### src/rtl/mem_arb_pkg.sv
// Purpose: shared types and default parameter values for the memory port arbiter.
//   arb_state_t : arbiter FSM states
//   owner_t     : which requester currently holds the memory port
package mem_arb_pkg;

    localparam int unsigned DEF_ADDR_WIDTH     = 32;
    localparam int unsigned DEF_DATA_WIDTH     = 32;
    localparam int unsigned DEF_MAX_D_STREAK   = 4;
    localparam int unsigned DEF_TIMEOUT_CYCLES = 16;

    typedef enum logic [1:0] {
        IDLE   = 2'd0,
        ACCESS = 2'd1,
        RESP   = 2'd2
    } arb_state_t;

    typedef enum logic {
        OWN_IF = 1'b0,
        OWN_D  = 1'b1
    } owner_t;

endpackage

### src/rtl/mem_port_arbiter.sv
// Purpose: shares one single-port memory between instruction fetch (read-only)
// and load/store. Data wins arbitration unless it has already taken
// MAX_D_STREAK grants in a row while fetch waited. Each access is bounded by
// TIMEOUT_CYCLES; a stalled memory produces an error response instead of a hang.
// Ports:
//   clk, reset_n            : clock, synchronous active-low reset
//   if_req/if_addr          : fetch request (held until if_ack)
//   if_ack/if_rdata/if_err  : fetch response pulse with data and timeout flag
//   d_req/d_we/d_addr/d_wdata/d_wstrb : data request (held until d_ack)
//   d_ack/d_rdata/d_err     : data response pulse with data and timeout flag
//   mem_req/we/addr/wdata/wstrb, mem_ready/rdata : memory side
//   busy, owner             : arbiter status (owner: 0=fetch, 1=data)
module mem_port_arbiter
    import mem_arb_pkg::*;
#(
    parameter int unsigned ADDR_WIDTH     = DEF_ADDR_WIDTH,
    parameter int unsigned DATA_WIDTH     = DEF_DATA_WIDTH,
    parameter int unsigned MAX_D_STREAK   = DEF_MAX_D_STREAK,
    parameter int unsigned TIMEOUT_CYCLES = DEF_TIMEOUT_CYCLES
) (
    input  logic                    clk,
    input  logic                    reset_n,
    input  logic                    if_req,
    input  logic [ADDR_WIDTH-1:0]   if_addr,
    output logic                    if_ack,
    output logic [DATA_WIDTH-1:0]   if_rdata,
    output logic                    if_err,
    input  logic                    d_req,
    input  logic                    d_we,
    input  logic [ADDR_WIDTH-1:0]   d_addr,
    input  logic [DATA_WIDTH-1:0]   d_wdata,
    input  logic [DATA_WIDTH/8-1:0] d_wstrb,
    output logic                    d_ack,
    output logic [DATA_WIDTH-1:0]   d_rdata,
    output logic                    d_err,
    output logic                    mem_req,
    output logic                    mem_we,
    output logic [ADDR_WIDTH-1:0]   mem_addr,
    output logic [DATA_WIDTH-1:0]   mem_wdata,
    output logic [DATA_WIDTH/8-1:0] mem_wstrb,
    input  logic                    mem_ready,
    input  logic [DATA_WIDTH-1:0]   mem_rdata,
    output logic                    busy,
    output logic                    owner
);

    localparam int unsigned STRB_WIDTH = DATA_WIDTH / 8;
    localparam int unsigned SW         = $clog2(MAX_D_STREAK + 1);
    localparam int unsigned TW         = $clog2(TIMEOUT_CYCLES + 1);

    // Elaboration-time parameter sanity checks
    if (MAX_D_STREAK < 1) begin : g_chk_streak
        $error("mem_port_arbiter: MAX_D_STREAK must be >= 1");
    end
    if (TIMEOUT_CYCLES < 2) begin : g_chk_timeout
        $error("mem_port_arbiter: TIMEOUT_CYCLES must be >= 2");
    end
    if ((DATA_WIDTH % 8) != 0) begin : g_chk_dw
        $error("mem_port_arbiter: DATA_WIDTH must be a multiple of 8");
    end

    arb_state_t              r_state, w_state_nxt;
    owner_t                  r_owner, w_owner;
    logic [SW-1:0]           r_streak, w_streak;
    logic [TW-1:0]           r_timer, w_timer;
    logic                    r_mem_req, w_mem_req;
    logic                    r_mem_we, w_mem_we;
    logic [ADDR_WIDTH-1:0]   r_mem_addr, w_mem_addr;
    logic [DATA_WIDTH-1:0]   r_mem_wdata, w_mem_wdata;
    logic [STRB_WIDTH-1:0]   r_mem_wstrb, w_mem_wstrb;
    logic                    r_if_ack, w_if_ack;
    logic                    r_d_ack, w_d_ack;
    logic [DATA_WIDTH-1:0]   r_if_rdata, w_if_rdata;
    logic [DATA_WIDTH-1:0]   r_d_rdata, w_d_rdata;
    logic                    r_if_err, w_if_err;
    logic                    r_d_err, w_d_err;
    logic                    w_grant;
    logic                    w_grant_d;
    logic                    w_timeout;

    assign w_timeout = (r_timer == TW'(TIMEOUT_CYCLES));

    // State register
    always_ff @(posedge clk) begin
        if (!reset_n) begin
            r_state <= IDLE;
        end else begin
            r_state <= w_state_nxt;
        end
    end

    // Next-state and arbitration decision; fetch wins only once data hit its streak cap
    always_comb begin
        w_state_nxt = r_state;
        w_grant     = 1'b0;
        w_grant_d   = 1'b0;
        case (r_state)
            IDLE: begin
                if (d_req || if_req) begin
                    w_grant     = 1'b1;
                    w_grant_d   = d_req && (!if_req || (r_streak < SW'(MAX_D_STREAK)));
                    w_state_nxt = ACCESS;
                end
            end
            ACCESS: begin
                if (mem_ready || w_timeout) begin
                    w_state_nxt = RESP;
                end
            end
            RESP:    w_state_nxt = IDLE;
            default: w_state_nxt = IDLE;
        endcase
    end

    // Next values for all registered outputs, streak counter and timeout timer
    always_comb begin
        w_owner     = r_owner;
        w_streak    = r_streak;
        w_timer     = r_timer;
        w_mem_req   = r_mem_req;
        w_mem_we    = r_mem_we;
        w_mem_addr  = r_mem_addr;
        w_mem_wdata = r_mem_wdata;
        w_mem_wstrb = r_mem_wstrb;
        w_if_rdata  = r_if_rdata;
        w_d_rdata   = r_d_rdata;
        w_if_err    = r_if_err;
        w_d_err     = r_d_err;
        w_if_ack    = 1'b0;
        w_d_ack     = 1'b0;
        case (r_state)
            IDLE: begin
                if (w_grant) begin
                    w_mem_req = 1'b1;
                    w_timer   = TW'(1);
                    if (w_grant_d) begin
                        w_owner     = OWN_D;
                        w_mem_we    = d_we;
                        w_mem_addr  = d_addr;
                        w_mem_wdata = d_wdata;
                        w_mem_wstrb = d_we ? d_wstrb : '0;
                        // Streak only grows while fetch is actually waiting
                        if (if_req) begin
                            w_streak = (r_streak == SW'(MAX_D_STREAK)) ? r_streak
                                                                        : r_streak + SW'(1);
                        end else begin
                            w_streak = '0;
                        end
                    end else begin
                        w_owner     = OWN_IF;
                        w_mem_we    = 1'b0;
                        w_mem_addr  = if_addr;
                        w_mem_wdata = '0;
                        w_mem_wstrb = '0;
                        w_streak    = '0;
                    end
                end
            end
            ACCESS: begin
                if (mem_ready) begin
                    w_mem_req = 1'b0;
                    if (r_owner == OWN_D) begin
                        w_d_rdata = mem_rdata;
                        w_d_err   = 1'b0;
                        w_d_ack   = 1'b1;
                    end else begin
                        w_if_rdata = mem_rdata;
                        w_if_err   = 1'b0;
                        w_if_ack   = 1'b1;
                    end
                end else if (w_timeout) begin
                    w_mem_req = 1'b0;
                    if (r_owner == OWN_D) begin
                        w_d_rdata = '0;
                        w_d_err   = 1'b1;
                        w_d_ack   = 1'b1;
                    end else begin
                        w_if_rdata = '0;
                        w_if_err   = 1'b1;
                        w_if_ack   = 1'b1;
                    end
                end else begin
                    w_timer = r_timer + TW'(1);
                end
            end
            RESP: begin
                // Response data is only valid alongside ack
                w_if_rdata = '0;
                w_d_rdata  = '0;
                w_if_err   = 1'b0;
                w_d_err    = 1'b0;
            end
            default: ;
        endcase
    end

    // Output / datapath registers
    always_ff @(posedge clk) begin
        if (!reset_n) begin
            r_owner     <= OWN_IF;
            r_streak    <= '0;
            r_timer     <= '0;
            r_mem_req   <= 1'b0;
            r_mem_we    <= 1'b0;
            r_mem_addr  <= '0;
            r_mem_wdata <= '0;
            r_mem_wstrb <= '0;
            r_if_ack    <= 1'b0;
            r_d_ack     <= 1'b0;
            r_if_rdata  <= '0;
            r_d_rdata   <= '0;
            r_if_err    <= 1'b0;
            r_d_err     <= 1'b0;
        end else begin
            r_owner     <= w_owner;
            r_streak    <= w_streak;
            r_timer     <= w_timer;
            r_mem_req   <= w_mem_req;
            r_mem_we    <= w_mem_we;
            r_mem_addr  <= w_mem_addr;
            r_mem_wdata <= w_mem_wdata;
            r_mem_wstrb <= w_mem_wstrb;
            r_if_ack    <= w_if_ack;
            r_d_ack     <= w_d_ack;
            r_if_rdata  <= w_if_rdata;
            r_d_rdata   <= w_d_rdata;
            r_if_err    <= w_if_err;
            r_d_err     <= w_d_err;
        end
    end

    assign if_ack    = r_if_ack;
    assign if_rdata  = r_if_rdata;
    assign if_err    = r_if_err;
    assign d_ack     = r_d_ack;
    assign d_rdata   = r_d_rdata;
    assign d_err     = r_d_err;
    assign mem_req   = r_mem_req;
    assign mem_we    = r_mem_we;
    assign mem_addr  = r_mem_addr;
    assign mem_wdata = r_mem_wdata;
    assign mem_wstrb = r_mem_wstrb;
    assign busy      = (r_state != IDLE);
    assign owner     = r_owner;

endmodule

### config.mk
export PLATFORM = sky130hd
export DESIGN_NAME = mem_port_arbiter
export DESIGN_NICKNAME = d
export VERILOG_FILES = /design/src/rtl/mem_arb_pkg.sv /design/src/rtl/mem_port_arbiter.sv
export SDC_FILE = /design/constraint.sdc
export NUM_CORES = 1
export LEC_CHECK = 0
export BUFFER_PORTS_ARGS = -buffer_cell sky130_fd_sc_hd__buf_2
export CAP_MARGIN = 5
export CORE_MARGIN = 8
export CORE_UTILIZATION = 46
export CTS_CLUSTER_DIAMETER = 150
export DETAILED_ROUTE_END_ITERATION = 8
export GPL_TIMING_DRIVEN = 0
export PLACE_DENSITY = 0.8
export SYNTH_ARGS = -nofsm -noshare
export SYNTH_HDL_FRONTEND = slang
export SYNTH_SLANG_ARGS = --single-unit
### constraint.sdc
create_clock -name clk -period 1.7 [get_ports clk]
set_clock_uncertainty 0.05 [all_clocks]
set_input_delay 0.085 -clock clk [delete_from_list [all_inputs] [get_ports clk]]
set_output_delay 0.085 -clock clk [all_outputs]
set_load 0.02 [all_outputs]
Word-level counts from Yosys, hierarchy flattened
Cells that the tools add are included.
- add/sub/neg operators: 2
- magnitude comparators: 1
- equal/unequal tests: 13
- muxes and demuxes: 50
- reduce and logical (&&, ||, !) cells: 17
- operators with widths (kind ; count):
    $mux W32 ; 10
    $pmux W32 S2 ; 2
    $mux W1 ; 23
    $mux W5 ; 3
    $ne A2 B2 Y1 const B ; 7
    $reduce_and A3 Y1 ; 4
    $pmux W5 S2 ; 1
    $mux W3 ; 3
    $mux W4 ; 2
    $ne A3 B3 Y1 const B ; 2
    $pmux W1 S2 ; 3
    $reduce_and A2 Y1 ; 3
    $reduce_bool A2 Y1 ; 3
    $add A5 B1 Y5 const B ; 1
    $eq A5 B5 Y1 const B ; 1
    $mux W2 ; 2
    $pmux W2 S2 ; 1
    $reduce_and A4 Y1 ; 1
    $add A3 B1 Y3 const B ; 1
    $eq A3 B3 Y1 const B ; 1
    $logic_or A1 B1 Y1 ; 3
    $lt A3 B3 Y1 const B ; 1
    $eq A2 B1 Y1 const B ; 1
    $eq A2 B2 Y1 const B ; 1
    other kinds (3) ; 3
- register bits: 149
- input port bits: 138
- output and inout port bits: 140
- word-level logic and storage cells: 98

Logic depth before layout (Yosys ltp)
- word-level depth: 7
- depth in mapped cells: 7
- depth with buffers taken out: 5

Worst setup path after synthesis
No wires, ideal clock.
- path kind: reg2reg
- start point: register r_owner (netlist: owner)
- end point: register r_if_rdata[0] (netlist: if_rdata[0])
- library setup time: 0.136 ns
- arrival: 1.250 ns
- data required time: 1.514 ns
- setup slack: 0.264 ns
- cell stages (with the launch flop): 6
- path buffers: 2
- period minus slack after synthesis: 1.436 ns
- cells stage by stage: dfxtp_1 or2_1 buf_2 o211ai_4 buf_6 o32ai_1
- word-level cells in the longest chain between the ends: 2
- RTL lines (item ; RTL line ; RTL):
    start, declared ; mem_port_arbiter.sv:63 ; owner_t r_owner, w_owner;
    start signal, assigned ; mem_port_arbiter.sv:215 ; r_owner <= w_owner;
    $ne A2 B2 Y1 (no line) ; - ;
    $reduce_and A3 Y1 (no line) ; - ;
    end signal, assigned ; mem_port_arbiter.sv:225 ; r_if_rdata <= w_if_rdata;
    end, declared ; mem_port_arbiter.sv:73 ; logic [DATA_WIDTH-1:0] r_if_rdata, w_if_rdata;
No other way between the ends.
A chain may end at the register's enable or synchronous reset.

Final worst setup path
- start point: register r_state[0]
- end point: register r_d_rdata[25] (netlist: d_rdata[25])
- word-level cells in the longest chain between the ends: 3
- elaborated cells on any way between the ends: 7
- classes of those cells: eq/ne (4); mux (1); reduce/logical (2)
- RTL lines (item ; RTL line ; RTL):
    start, declared ; mem_port_arbiter.sv:62 ; arb_state_t r_state, w_state_nxt;
    start signal, assigned ; mem_port_arbiter.sv:88 ; r_state <= w_state_nxt;
    $eq A2 B1 Y1 / $eq A2 B2 Y1 (equally long branches) ; mem_port_arbiter.sv:131 ; case (r_state)
    $ne A3 B3 Y1 (no line), or another cell as far along ; - ;
    $reduce_and A3 Y1 (no line) ; - ;
    end signal, assigned ; mem_port_arbiter.sv:226 ; r_d_rdata <= w_d_rdata;
    end, declared ; mem_port_arbiter.sv:74 ; logic [DATA_WIDTH-1:0] r_d_rdata, w_d_rdata;
Several ways; a longest one is shown, not always the timed one.

==> flow_summary.rst <==
.. list-table::
   :header-rows: 1

   * - Metric
     - Value
   * - Outcome
     - finished clean
   * - Rows
     - 41
   * - Syn_area_per_cell
     - 9.62 µm²
   * - Maximum count of clock buffers along a single path
     - 2
   * - Transition time at the pin with the least slew margin
     - ~0.56 ns
   * - Congestion Overflow GR
     - 0
   * - Total leakage power
     - approximately 4.3 nW
   * - Most common cell after layout, fill and taps aside
     - buf_2
   * - Flip-flop and latch area
     - ~3000 µm²
   * - CP Data Arrival Time
     - between 1.5 and 2 ns
   * - Clock period minus worst slack
     - ~1.6 ns
   * - Number of pins with negative max-slew slack in the final report
     - 0
   * - End point of the worst hold path
     - if_rdata[5]$_SDFFE_PN0P_
   * - Final hold violation count
     - 0
   * - Global routing usage on met1
     - just under 30%
   * - Unique masters post-synth
     - 54
   * - Number of nets with antenna violations after detailed routing
     - 0
   * - Highest fanout seen on the critical path
     - 10
   * - Net total in the final layout
     - 1,173
   * - Most used cells in the layout excluding fill and tap cells
     - buf_2, dfxtp_1, dlygate4sd3_1
   * - Power density over cell area
     - approximately 1000 nW/µm²
   * - Post-route DRC violation count
     - 0
   * - Port Buffer Count
     - approximately 280
   * - Max_cap viols
     - 0
   * - Die boundary height
     - ~130 µm
   * - Number of standard cells in the final layout excluding fillers
     - 1,218
   * - Place WS
     - -0.150 ns
   * - Placed cell area
     - ~7400 µm²
   * - Net count after synthesis
     - 743
   * - Internal Dissipation
     - ~6.8 mW
   * - IO Pins
     - between 200 and 300
   * - Maximum number of pins on one net before global-route repair
     - 17
   * - Worst Setup Start Kind
     - flip-flop
   * - Fraction of registers with async set or reset after synthesis
     - 0%
   * - Reg-to-Reg End
     - d_rdata[25]$_SDFFE_PN0P_
   * - Relative slew slack
     - between 60% and 70%
   * - WHS
     - around 0.026 ns
   * - H-tree levels
     - 4
   * - Root buffer cell
     - clkbuf_16
   * - Total Die Area
     - about 16,000 µm²
   * - Post-synthesis cell area
     - between 5000 and 6000 µm²
   * - Largest vdd supply drop
     - ~660 µV
   * - Fill cell instance count of the final layout
     - 829
   * - Vias in the first global route
     - 6,884
   * - Synthesized flop and latch total
     - approximately 150
   * - Setup WS post-layout
     - 0.0800 ns
   * - Wire length of the first global-routing pass
     - about 36,000 µm
   * - R2R cell count
     - 5
   * - Final worst path period share
     - 95.3%
   * - Share of total power in sequential cells
     - 40.7%
   * - Number of flops mapped to enable cells by yosys
     - 0
   * - Achievable clock frequency
     - 617 MHz
   * - Crit end category
     - flip-flop
   * - Portion of total power attributed to the clock network
     - around two fifths
   * - Final wirelength
     - roughly 23,000 µm
   * - Ys flop type
     - dfxtp_1
   * - Clk sink count
     - 149
   * - Type of the worst setup path
     - flip-flop to flip-flop
   * - Clock Latency Late Sink
     - between 0.4 and 0.5 ns
   * - Top Usage Layer GRT
     - met2
   * - GR met3 Demand/Resource
     - about a tenth
   * - Endpoint required time on the critical path
     - 1.92 ns
   * - Reg2Reg Launch Point
     - r_state[0]$_SDFFE_PN0P_
   * - Routability Congestion
     - approximately 0.83
   * - Total number of vias
     - between 6,000 and 7,000
   * - Synth warnings
     - 0
   * - Number of buffers created by CTS
     - 17
   * - Min-Delay Path Depth
     - 4
   * - Total design power
     - about 9.4 mW
   * - Post-route cell area
     - ~9400 µm²
   * - HP Start
     - mem_rdata[5]
   * - Part of the Yosys area used for sequential elements
     - between 50% and 60%
   * - Initial antenna violation count
     - 2
   * - Type of the worst min-delay path
     - input pin to flip-flop
   * - Combinational cell fraction of total power
     - between 10% and 20%
   * - Area grow syn2layout
     - 62.6%
   * - Total net switching power
     - around 2.6 mW
   * - Net Sw Frac
     - between 20% and 30%
   * - Area occupied by multi-input gates
     - 2260 µm²
   * - Slack of the worst reg-to-reg path
     - between 0.07 and 0.08 ns
   * - Cell count after synthesis
     - ~600
   * - Met2 Use GR
     - between 40 and 50%
   * - Share of final-layout standard cells stronger than drive strength 1
     - a little over a third
   * - Post-CTS setup buffers
     - 0
   * - Starting density of the core
     - about 46%
   * - Via-to-Cell Ratio
     - between 5 and 6
   * - CTS tree
     - done
   * - Average wire per standard cell
     - ~19 µm
   * - Final setup viols
     - 0
   * - DRC violation total after the first TritonRoute iteration
     - approximately 730
   * - Overall Global Routing Usage
     - roughly 28%
   * - Drt pass-1 iters
     - 5
   * - CTS clock-pin slew for the worst setup and hold paths
     - 0.06 ns
   * - Die boundary width
     - about 130 µm
   * - Placeable Area
     - roughly 12,000 µm²
   * - Detail Placement HPWL
     - ~14,000 µm
   * - Dpl cells
     - between 1,000 and 1,500
==> registers in the layout, summed over array words and instances (netlist names) <==
register	cells
owner	1
mem_wdata	32
if_rdata	32
r_state	2
mem_addr	32
mem_req	1
d_err	1
r_timer	5
mem_we	1
r_streak	3
d_rdata	32
mem_wstrb	4
if_err	1
d_ack	1
if_ack	1
==> power groups by stage <==
stage               sequential [mW]  combinational, mW  clock [mW]
finish                         3.82               1.71        3.87
global route                   3.84               1.82        4.07
CTS                            3.81               1.63        3.91
detailed placement             3.88               1.39           0
global placement               3.87               1.38           0
floorplan                      4.12              0.593           0
==> cell type report <==
type / count / area share [%]
Clock buffer: 20 / 4.86
Sequential cell: 149 / 31.7
Clock inverter: 12 / 1.64
Buffer: 55 / 3.54
Timing Repair Buffer: 411 / 29.0
Inverter: 71 / 2.83
Antenna cell: 2 / 0.0532
Multi-Input combinational cell: 326 / 24.1
Tap cell: 172 / 2.29
==> cells by family after synthesis <==
kind of cell    after synthesis  synth area share (%)
mux                           3                 0.541
flops                       149                  51.6
fa+ha+maj                     4                 0.866
buf+inv                     126                  9.89
compound gates              190                  26.7
simple gates                129                  10.4
==> stage by stage <==
step                      utilization [%]  setup TNS (ns)
after floorplan                         -               0
after global placement               59.2           -2.51
after detailed placement             59.2           -3.40
after CTS                            74.9               0
after global routing                 75.4        -0.00195
final                                75.4               0
==> critical path: stages (launching register included) <==
cell      delay, ns
dfxtp_1        0.31
buf_4          0.18
nand2_1        0.18
o211ai_2       0.31
buf_2          0.30
o32ai_1        0.14
==> cell usage after synthesis, drive strengths merged (2+ instances only) <==
library cell | number | area, µm²
ha | 4 | 50.1
a31oi | 2 | 12.5
a32o | 4 | 40.0
nand2 | 98 | 368
o21a | 2 | 15.0
and4 | 2 | 17.5
nor2 | 7 | 52.6
or2 | 2 | 12.5
a21oi | 35 | 179
a22o | 35 | 307
a211o | 2 | 17.5
nor4b | 2 | 17.5
o32ai | 62 | 543
o21bai | 2 | 15.0
nand2b | 2 | 12.5
inv | 71 | 267
a31o | 2 | 17.5
mux2i | 2 | 20.0
o211a | 2 | 20.0
dfxtp | 149 | 2980
o211ai | 4 | 48.8
nor3 | 3 | 20.0
a311oi | 32 | 280
and2 | 3 | 18.8
clkbuf | 15 | 56.3
buf | 40 | 249
==> layer usage <==
| layer | share of wire, % | vias up |
|---|---|---|
| met1 | 37 | 3154 |
| li1 | - | 3040 |
| met2 | 49 | 431 |
| met4 | 4.3 | 0 |
| met3 | 10 | 89 |
| met5 | 0 | - |
==> worst max-delay path by stage <==
stage / startpoint / to / slack [ns] / depth (start not counted)
after CTS: r_timer[0]$_SDFFE_PN0P_ / d_rdata[18]$_SDFFE_PN0P_ / 0.007 / 6
after floorplan: owner$_SDFFE_PN0P_ / if_rdata[0]$_SDFFE_PN0P_ / 0.26 / 5
after global placement: r_timer[0]$_SDFFE_PN0P_ / d_rdata[18]$_SDFFE_PN0P_ / -0.12 / 6
final: r_state[0]$_SDFFE_PN0P_ / d_rdata[25]$_SDFFE_PN0P_ / 0.08 / 5
after global routing: r_timer[0]$_SDFFE_PN0P_ / d_rdata[19]$_SDFFE_PN0P_ / -0.002 / 6
after detailed placement: r_timer[0]$_SDFFE_PN0P_ / d_rdata[18]$_SDFFE_PN0P_ / -0.15 / 6
==> repair_timing <==
action	4_1_cts	5_1_grt
gates cloned	0	0
pin swaps	0	1
setup endpoints to repair	52	104
hold buffers	134	0
endpoints found under the hold margin	132	0
gates resized for setup	2	27
Note: power is estimated with default switching activity, not from simulation.
